--- config.mk ---
export PLATFORM = sky130hd
export DESIGN_NAME = sample_serializer_flat
export DESIGN_NICKNAME = d
export VERILOG_FILES = /design/src/rtl/sample_serializer_if.sv /design/src/rtl/sample_serializer.sv /design/src/flat_wrapper.sv
export SDC_FILE = /design/constraint.sdc
export NUM_CORES = 1
export LEC_CHECK = 0
export CORE_ASPECT_RATIO = 0.75
export CORE_MARGIN = 1.5
export CORE_UTILIZATION = 43
export DETAILED_ROUTE_END_ITERATION = 6
export GPL_TIMING_DRIVEN = 0
export PLACE_DENSITY_LB_ADDON = 0.15
export SYNTH_ARGS = -nofsm -noshare
export SYNTH_HDL_FRONTEND = slang
export SYNTH_SLANG_ARGS = --single-unit
--- constraint.sdc ---
create_clock -name sysclk -period 3.3 [get_ports sysclk]
set_clock_uncertainty 0.2 [all_clocks]
set_input_delay 0.99 -clock sysclk [delete_from_list [all_inputs] [get_ports sysclk]]
set_output_delay 0.99 -clock sysclk [all_outputs]
set_load 0.02 [all_outputs]
--- src/rtl/sample_serializer_if.sv ---
// sample_serializer_if: groups the load side and the serial-line status of
// the sample serializer.
//   master : producer side (drives load/data_in/parity_en/clr_ovr,
//            observes the line and the status flags)
//   slave  : the serializer itself
interface sample_serializer_if;
  logic       load;
  logic [7:0] data_in;
  logic       parity_en;
  logic       clr_ovr;
  logic       tx_out;
  logic       busy;
  logic       buf_full;
  logic       overrun;
  logic       frame_done;

  modport master (
    output load, data_in, parity_en, clr_ovr,
    input  tx_out, busy, buf_full, overrun, frame_done
  );

  modport slave (
    input  load, data_in, parity_en, clr_ovr,
    output tx_out, busy, buf_full, overrun, frame_done
  );
endinterface

--- src/rtl/sample_serializer.sv ---
// sample_serializer: turns each loaded sample byte into an asynchronous
// serial frame (start, 8 data bits LSB first, optional even parity,
// 1 or 2 stop bits). A one-entry holding buffer lets frames run
// back-to-back.
// Ports:
//   sysclk            system clock, rising edge
//   reset             asynchronous, active-high reset
//   sif.load          one-cycle strobe, data_in/parity_en valid
//   sif.data_in       sample byte
//   sif.parity_en     add even-parity bit to this byte's frame
//   sif.clr_ovr       clear sticky overrun
//   sif.tx_out        serial line, idles high
//   sif.busy          frame in progress
//   sif.buf_full      holding buffer occupied
//   sif.overrun       sticky: a byte was dropped
//   sif.frame_done    pulse on the last cycle of the last stop bit
//
// state  | meaning
// IDLE   | line high, waiting for load
// START  | start bit (line low)
// DATA   | data bits 0..7, LSB first
// PARITY | even-parity bit of the captured byte
// STOP   | STOP_BITS stop bits (line high)
module sample_serializer #(
  parameter int CLKS_PER_BIT = 16,
  parameter int STOP_BITS    = 1
) (
  input  logic                 sysclk,
  input  logic                 reset,
  sample_serializer_if.slave   sif
);

  typedef enum logic [2:0] {IDLE, START, DATA, PARITY, STOP} state_t;

  localparam logic [7:0] DIV_LAST  = 8'(CLKS_PER_BIT - 1);
  localparam logic [2:0] STOP_LAST = 3'(STOP_BITS - 1);

  state_t     state_q, state_d;
  logic [7:0] div_q, div_d;
  logic [2:0] bit_q, bit_d;
  logic [7:0] shreg_q, shreg_d;
  logic       par_q, par_d;
  logic [7:0] buf_q, buf_d;
  logic       buf_par_q, buf_par_d;
  logic       buf_full_q, buf_full_d;
  logic       overrun_q, overrun_d;
  logic       tx_q, tx_d;
  logic       busy_q, busy_d;
  logic       done_q, done_d;
  logic       ovr_set;
  logic       tick;
  logic       frame_end;

  // bit timer runs down; tick marks the last cycle of the current bit
  assign tick      = (div_q == 8'd0);
  assign frame_end = (state_q == STOP) && tick && (bit_q == STOP_LAST);

  always_ff @(posedge sysclk or posedge reset) begin
    if (reset) begin
      state_q    <= IDLE;
      div_q      <= 8'd0;
      bit_q      <= 3'd0;
      shreg_q    <= 8'd0;
      par_q      <= 1'b0;
      buf_q      <= 8'd0;
      buf_par_q  <= 1'b0;
      buf_full_q <= 1'b0;
      overrun_q  <= 1'b0;
      tx_q       <= 1'b1;
      busy_q     <= 1'b0;
      done_q     <= 1'b0;
    end else begin
      state_q    <= state_d;
      div_q      <= div_d;
      bit_q      <= bit_d;
      shreg_q    <= shreg_d;
      par_q      <= par_d;
      buf_q      <= buf_d;
      buf_par_q  <= buf_par_d;
      buf_full_q <= buf_full_d;
      overrun_q  <= overrun_d;
      tx_q       <= tx_d;
      busy_q     <= busy_d;
      done_q     <= done_d;
    end
  end

  always_comb begin
    state_d    = state_q;
    div_d      = tick ? DIV_LAST : div_q - 8'd1;
    bit_d      = bit_q;
    shreg_d    = shreg_q;
    par_d      = par_q;
    buf_d      = buf_q;
    buf_par_d  = buf_par_q;
    buf_full_d = buf_full_q;
    ovr_set    = 1'b0;

    case (state_q)
      IDLE: begin
        div_d = DIV_LAST;
        bit_d = 3'd0;
        if (sif.load) begin
          state_d = START;
          shreg_d = sif.data_in;
          par_d   = sif.parity_en;
        end
      end
      START: begin
        if (tick) begin
          state_d = DATA;
          bit_d   = 3'd0;
        end
      end
      DATA: begin
        if (tick) begin
          if (bit_q == 3'd7) begin
            bit_d   = 3'd0;
            state_d = par_q ? PARITY : STOP;
          end else begin
            bit_d = bit_q + 3'd1;
          end
        end
      end
      PARITY: begin
        if (tick) begin
          state_d = STOP;
          bit_d   = 3'd0;
        end
      end
      STOP: begin
        if (tick && (bit_q != STOP_LAST)) begin
          bit_d = bit_q + 3'd1;
        end
      end
      default: state_d = IDLE;
    endcase

    // Frame end chains straight into the next start bit when a byte is
    // waiting; a load on that same cycle refills the buffer being drained.
    if (frame_end) begin
      bit_d = 3'd0;
      if (buf_full_q) begin
        state_d = START;
        shreg_d = buf_q;
        par_d   = buf_par_q;
        if (sif.load) begin
          buf_d     = sif.data_in;
          buf_par_d = sif.parity_en;
        end else begin
          buf_full_d = 1'b0;
        end
      end else if (sif.load) begin
        state_d = START;
        shreg_d = sif.data_in;
        par_d   = sif.parity_en;
      end else begin
        state_d = IDLE;
      end
    end else if ((state_q != IDLE) && sif.load) begin
      if (!buf_full_q) begin
        buf_d      = sif.data_in;
        buf_par_d  = sif.parity_en;
        buf_full_d = 1'b1;
      end else begin
        ovr_set = 1'b1;
      end
    end
  end

  // Outputs are registered, so they are derived from the next-state values.
  always_comb begin
    tx_d = 1'b1;
    case (state_d)
      IDLE:    tx_d = 1'b1;
      START:   tx_d = 1'b0;
      DATA:    tx_d = shreg_d[bit_d];
      PARITY:  tx_d = ^shreg_d;
      STOP:    tx_d = 1'b1;
      default: tx_d = 1'b1;
    endcase
    busy_d    = (state_d != IDLE);
    done_d    = (state_d == STOP) && (bit_d == STOP_LAST) && (div_d == 8'd0);
    overrun_d = ovr_set | (overrun_q & ~sif.clr_ovr);
  end

  assign sif.tx_out     = tx_q;
  assign sif.busy       = busy_q;
  assign sif.buf_full   = buf_full_q;
  assign sif.overrun    = overrun_q;
  assign sif.frame_done = done_q;

endmodule

--- src/flat_wrapper.sv ---
// flat-port wrapper written by rule: the top's interface ports become plain ports
module sample_serializer_flat 
#(
  parameter int CLKS_PER_BIT = 16,
  parameter int STOP_BITS    = 1
)
  (sysclk, reset, sif_load, sif_data_in, sif_parity_en, sif_clr_ovr, sif_tx_out, sif_busy, sif_buf_full, sif_overrun, sif_frame_done);
  sample_serializer_if sif_i ();
  input  logic sysclk;
  input  logic reset;
  input wire logic [$bits(sif_i.load)-1:0] sif_load;
  input wire logic [$bits(sif_i.data_in)-1:0] sif_data_in;
  input wire logic [$bits(sif_i.parity_en)-1:0] sif_parity_en;
  input wire logic [$bits(sif_i.clr_ovr)-1:0] sif_clr_ovr;
  output wire logic [$bits(sif_i.tx_out)-1:0] sif_tx_out;
  output wire logic [$bits(sif_i.busy)-1:0] sif_busy;
  output wire logic [$bits(sif_i.buf_full)-1:0] sif_buf_full;
  output wire logic [$bits(sif_i.overrun)-1:0] sif_overrun;
  output wire logic [$bits(sif_i.frame_done)-1:0] sif_frame_done;
  assign sif_i.load = sif_load;
  assign sif_i.data_in = sif_data_in;
  assign sif_i.parity_en = sif_parity_en;
  assign sif_i.clr_ovr = sif_clr_ovr;
  assign sif_tx_out = sif_i.tx_out;
  assign sif_busy = sif_i.busy;
  assign sif_buf_full = sif_i.buf_full;
  assign sif_overrun = sif_i.overrun;
  assign sif_frame_done = sif_i.frame_done;
  sample_serializer #(.CLKS_PER_BIT(CLKS_PER_BIT), .STOP_BITS(STOP_BITS)) u_core (.sysclk(sysclk), .reset(reset), .sif(sif_i));
endmodule
==> results.md <==
- Status: finished, final reports clean
- Count of cell types in the netlist: 60
- Worst Path Required: 3.32 ns
- # setup viols final: 0
- Top-count cell post-synth: dfrtp_1
- Combinational cell fraction of total power: 6.4%
- IO Port Bufs: 16
- CP Launch Type: input pin
- Pin count of the biggest net entering global routing: 38
- Die width: slightly below 90 µm
- Register area share after synthesis: 40.2%
- Cts hold-fix bufs: 0
- Final Max Slew Viols: 0
- Synthesized net count: 234
- Clk buf depth: 2
- Die H: 66.5 µm
- Clock Sinks: 37
- Post-synth top cells: dfrtp_1, nand2_1, mux2_2
- Pre-CTS setup slack: -0.175 ns
- CP Cell Sequence: buf_4, nor4b_4, mux2_1, mux2_2, xnor2_2, xnor2_1, xnor3_1, o211ai_2
- Clock-pin slew on the worst setup and hold paths: 0.08 ns
- Delay-heaviest family, CP: XOR/XNOR gates
- Worst Hold Class: reg -> reg
- Vias in the first global route: about 1.7k
- Worst path slowest cell: nor4b_4
- CP Capture Type: flip-flop
- GRT Util Overall: 19.1%
- # Max-Cap Violations: 0
- Hold_ws: 0.289 ns
- Fill count: 460
- Area Overhead vs Synth: 16.2%
- Pwr Total: about 900 µW
- P_sw: 200 µW
- Drt via density: between 5 and 6
- Clock network fraction of design power: 40.1%
- Slew HR: 49.2%
- Critical path's largest stage delay: 0.48 ns
- Initial DRC count: 149
- Share of post-route cells with drive strength above 1: a little under a quarter
- Clock Latency Late Sink: 0.29 ns
- Setup Crit Path Kind: in -> reg
- ANT cells: 0
- Drt drc: 0
- CP Data Arrival Time: around 3.2 ns
- Pint: 688 µW
- Register bit total from synthesis: 37
- Final min period: 3.16 ns
- Switch share: 22.5%
- Max Fclk: 0.316 GHz
- Yosys top cell area share: 39.0%
- CTS Root Cell: clkbuf_8
- Final WL: 4860 µm
- Synthesized area: 0.00231 mm²
- Layout Nets: 260
- Initial Util: 45.8%
- Number of buffers created by CTS: 5
- H-tree Lvls: 2
- # rows: 22
- Number of synthesized flops with an enable pin: 0
- RSZ-0062 raised after global routing: false
- Period utilization: 95.7%
- Worst-Margin Slew: 0.761 ns
- Routed Antenna Nets: 0
- Dominant synthesized flop cell: dfrtp_1
- Initial antenna violation count: 0
- Setup WS post-layout: 0.140 ns
- Core box area: slightly above 0.005 mm²
- Asr flop ratio synth: 100%
- Fin Setup TNS: 0 ns
- Synth area leaders: dfrtp_1, mux2_2, nand2_1
- Detailed placement HPWL: 3530 µm
- Power share of the sequential group: 53.5%
- WL/cell: 15.4 µm
- Vias: ~1.7k
- Yosys warnings: 0
- Syn avg cell area: 10.6 µm²
- Critical path buffer and inverter count: 1
- TritonCTS clock tree: yes
- Yosys top cell by area: dfrtp_1
- LEAKAGE: 0.00110 µW
- Peak supply drop: 264 µV
- Detailed Routing Iterations Pass 1: 4
- Final core occ: about 53%
- Die area: 0.00582 mm²
- Critical path fanouts, max: 8
- Synth Instances: 217
- First-pass GRT wire length: 8320 µm
- Final GP Congestion: 0.881
- GR Overflow Total: 0
- Pwr Density: 331 mW/mm²
- Final Hold Viols: 0
- IO Pins: 18
==> flip-flops by register name, summed over array words and instances, names as in the netlist, named ones only <==
signal,flops
u_core.sif.busy,1
u_core.sif.tx_out,1
u_core.state_q,3
u_core.sif.frame_done,1
u_core.bit_q,3
u_core.shreg_q,8
u_core.sif.buf_full,1
u_core.sif.overrun,1
u_core.div_q,8
u_core.buf_q,8
u_core.buf_par_q,1
==> placed cells by master, fill, tap and decap left out, types with 6 or more instances in the layout <==
cell	instances
mux2_2	19
nand2_1	22
inv_1	10
nor2_1	10
o21ai_0	12
clkdlybuf4s50_1	16
clkbuf_8	7
dfrtp_1	36
mux2i_1	8
a21oi_1	6
==> power by group through the flow <==
stage	sequential, µW	combinational (µW)	clock [µW]
after global routing	476	65.3	382
after global placement	483	57.5	0
final	475	57.1	356
after floorplan	482	33.5	0
after CTS	474	58.6	368
after detailed placement	483	58.3	0
==> final timing paths <==
path / from / slack [ns] / depth (start not counted) / endpoint
max: sif_load / 0.14 / 8 / u_core.sif.tx_out
min: u_core.div_q[0] / 0.29 / 1 / u_core.div_q[0]
max reg2reg: u_core.div_q[0] / 0.24 / 9 / u_core.sif.tx_out
min reg2reg: u_core.div_q[0] / 0.29 / 1 / u_core.div_q[0]
max in group asynchronous: reset / 1.46 / 2 / u_core.bit_q[2]
min in group asynchronous: reset / 0.94 / 2 / u_core.buf_q[4]
==> logic make-up (layout without fill, tap and decap cells) <==
| kind of cell | count (synthesis) | count (layout) | share of synthesized area [%] |
|---|---|---|---|
| and+or+nand+nor | 72 | 72 | 19.6 |
| AOI/OAI and AO/OA | 41 | 41 | 13.4 |
| DFF | 37 | 37 | 40.2 |
| muxes | 31 | 31 | 14.7 |
| buffers and inverters | 20 | 47 | 3.85 |
| xor gates and xnor gates | 11 | 11 | 5.75 |
| adders and majority gates | 5 | 5 | 2.60 |
==> cell type report <==
class / instances / area (µm²) / area share, %
Multi-Input combinational cell: 160 / 1290 / 48.2
Sequential cell: 37 / 927 / 34.6
Timing Repair Buffer: 19 / 183 / 6.81
Clock buffer: 7 / 96.3 / 3.59
Tap cell: 72 / 90.1 / 3.36
Buffer: 9 / 47.5 / 1.77
Inverter: 11 / 41.3 / 1.54
Clock inverter: 1 / 5.00 / 0.187
==> layer usage <==
layer	GRT usage (%)	share of wire, %	up-vias
li1	-	-	840
met1	29.0	55	828
met2	27.2	41	24
met3	3.72	3.5	5
met4	5.95	1.1	0
met5	0	0	-
==> metrics by stage <==
step	instances	area, µm²
final	316	2680
after global routing	316	2680
after CTS	313	2660
after detailed placement	305	2560
after global placement	305	2560
after floorplan	217	2310
==> timing repair <==
action	CTS	global route
endpoints found under the setup margin	0	1
buffers inserted	0	3
gates resized for setup	0	0
Power figures use the tool's default switching activity.
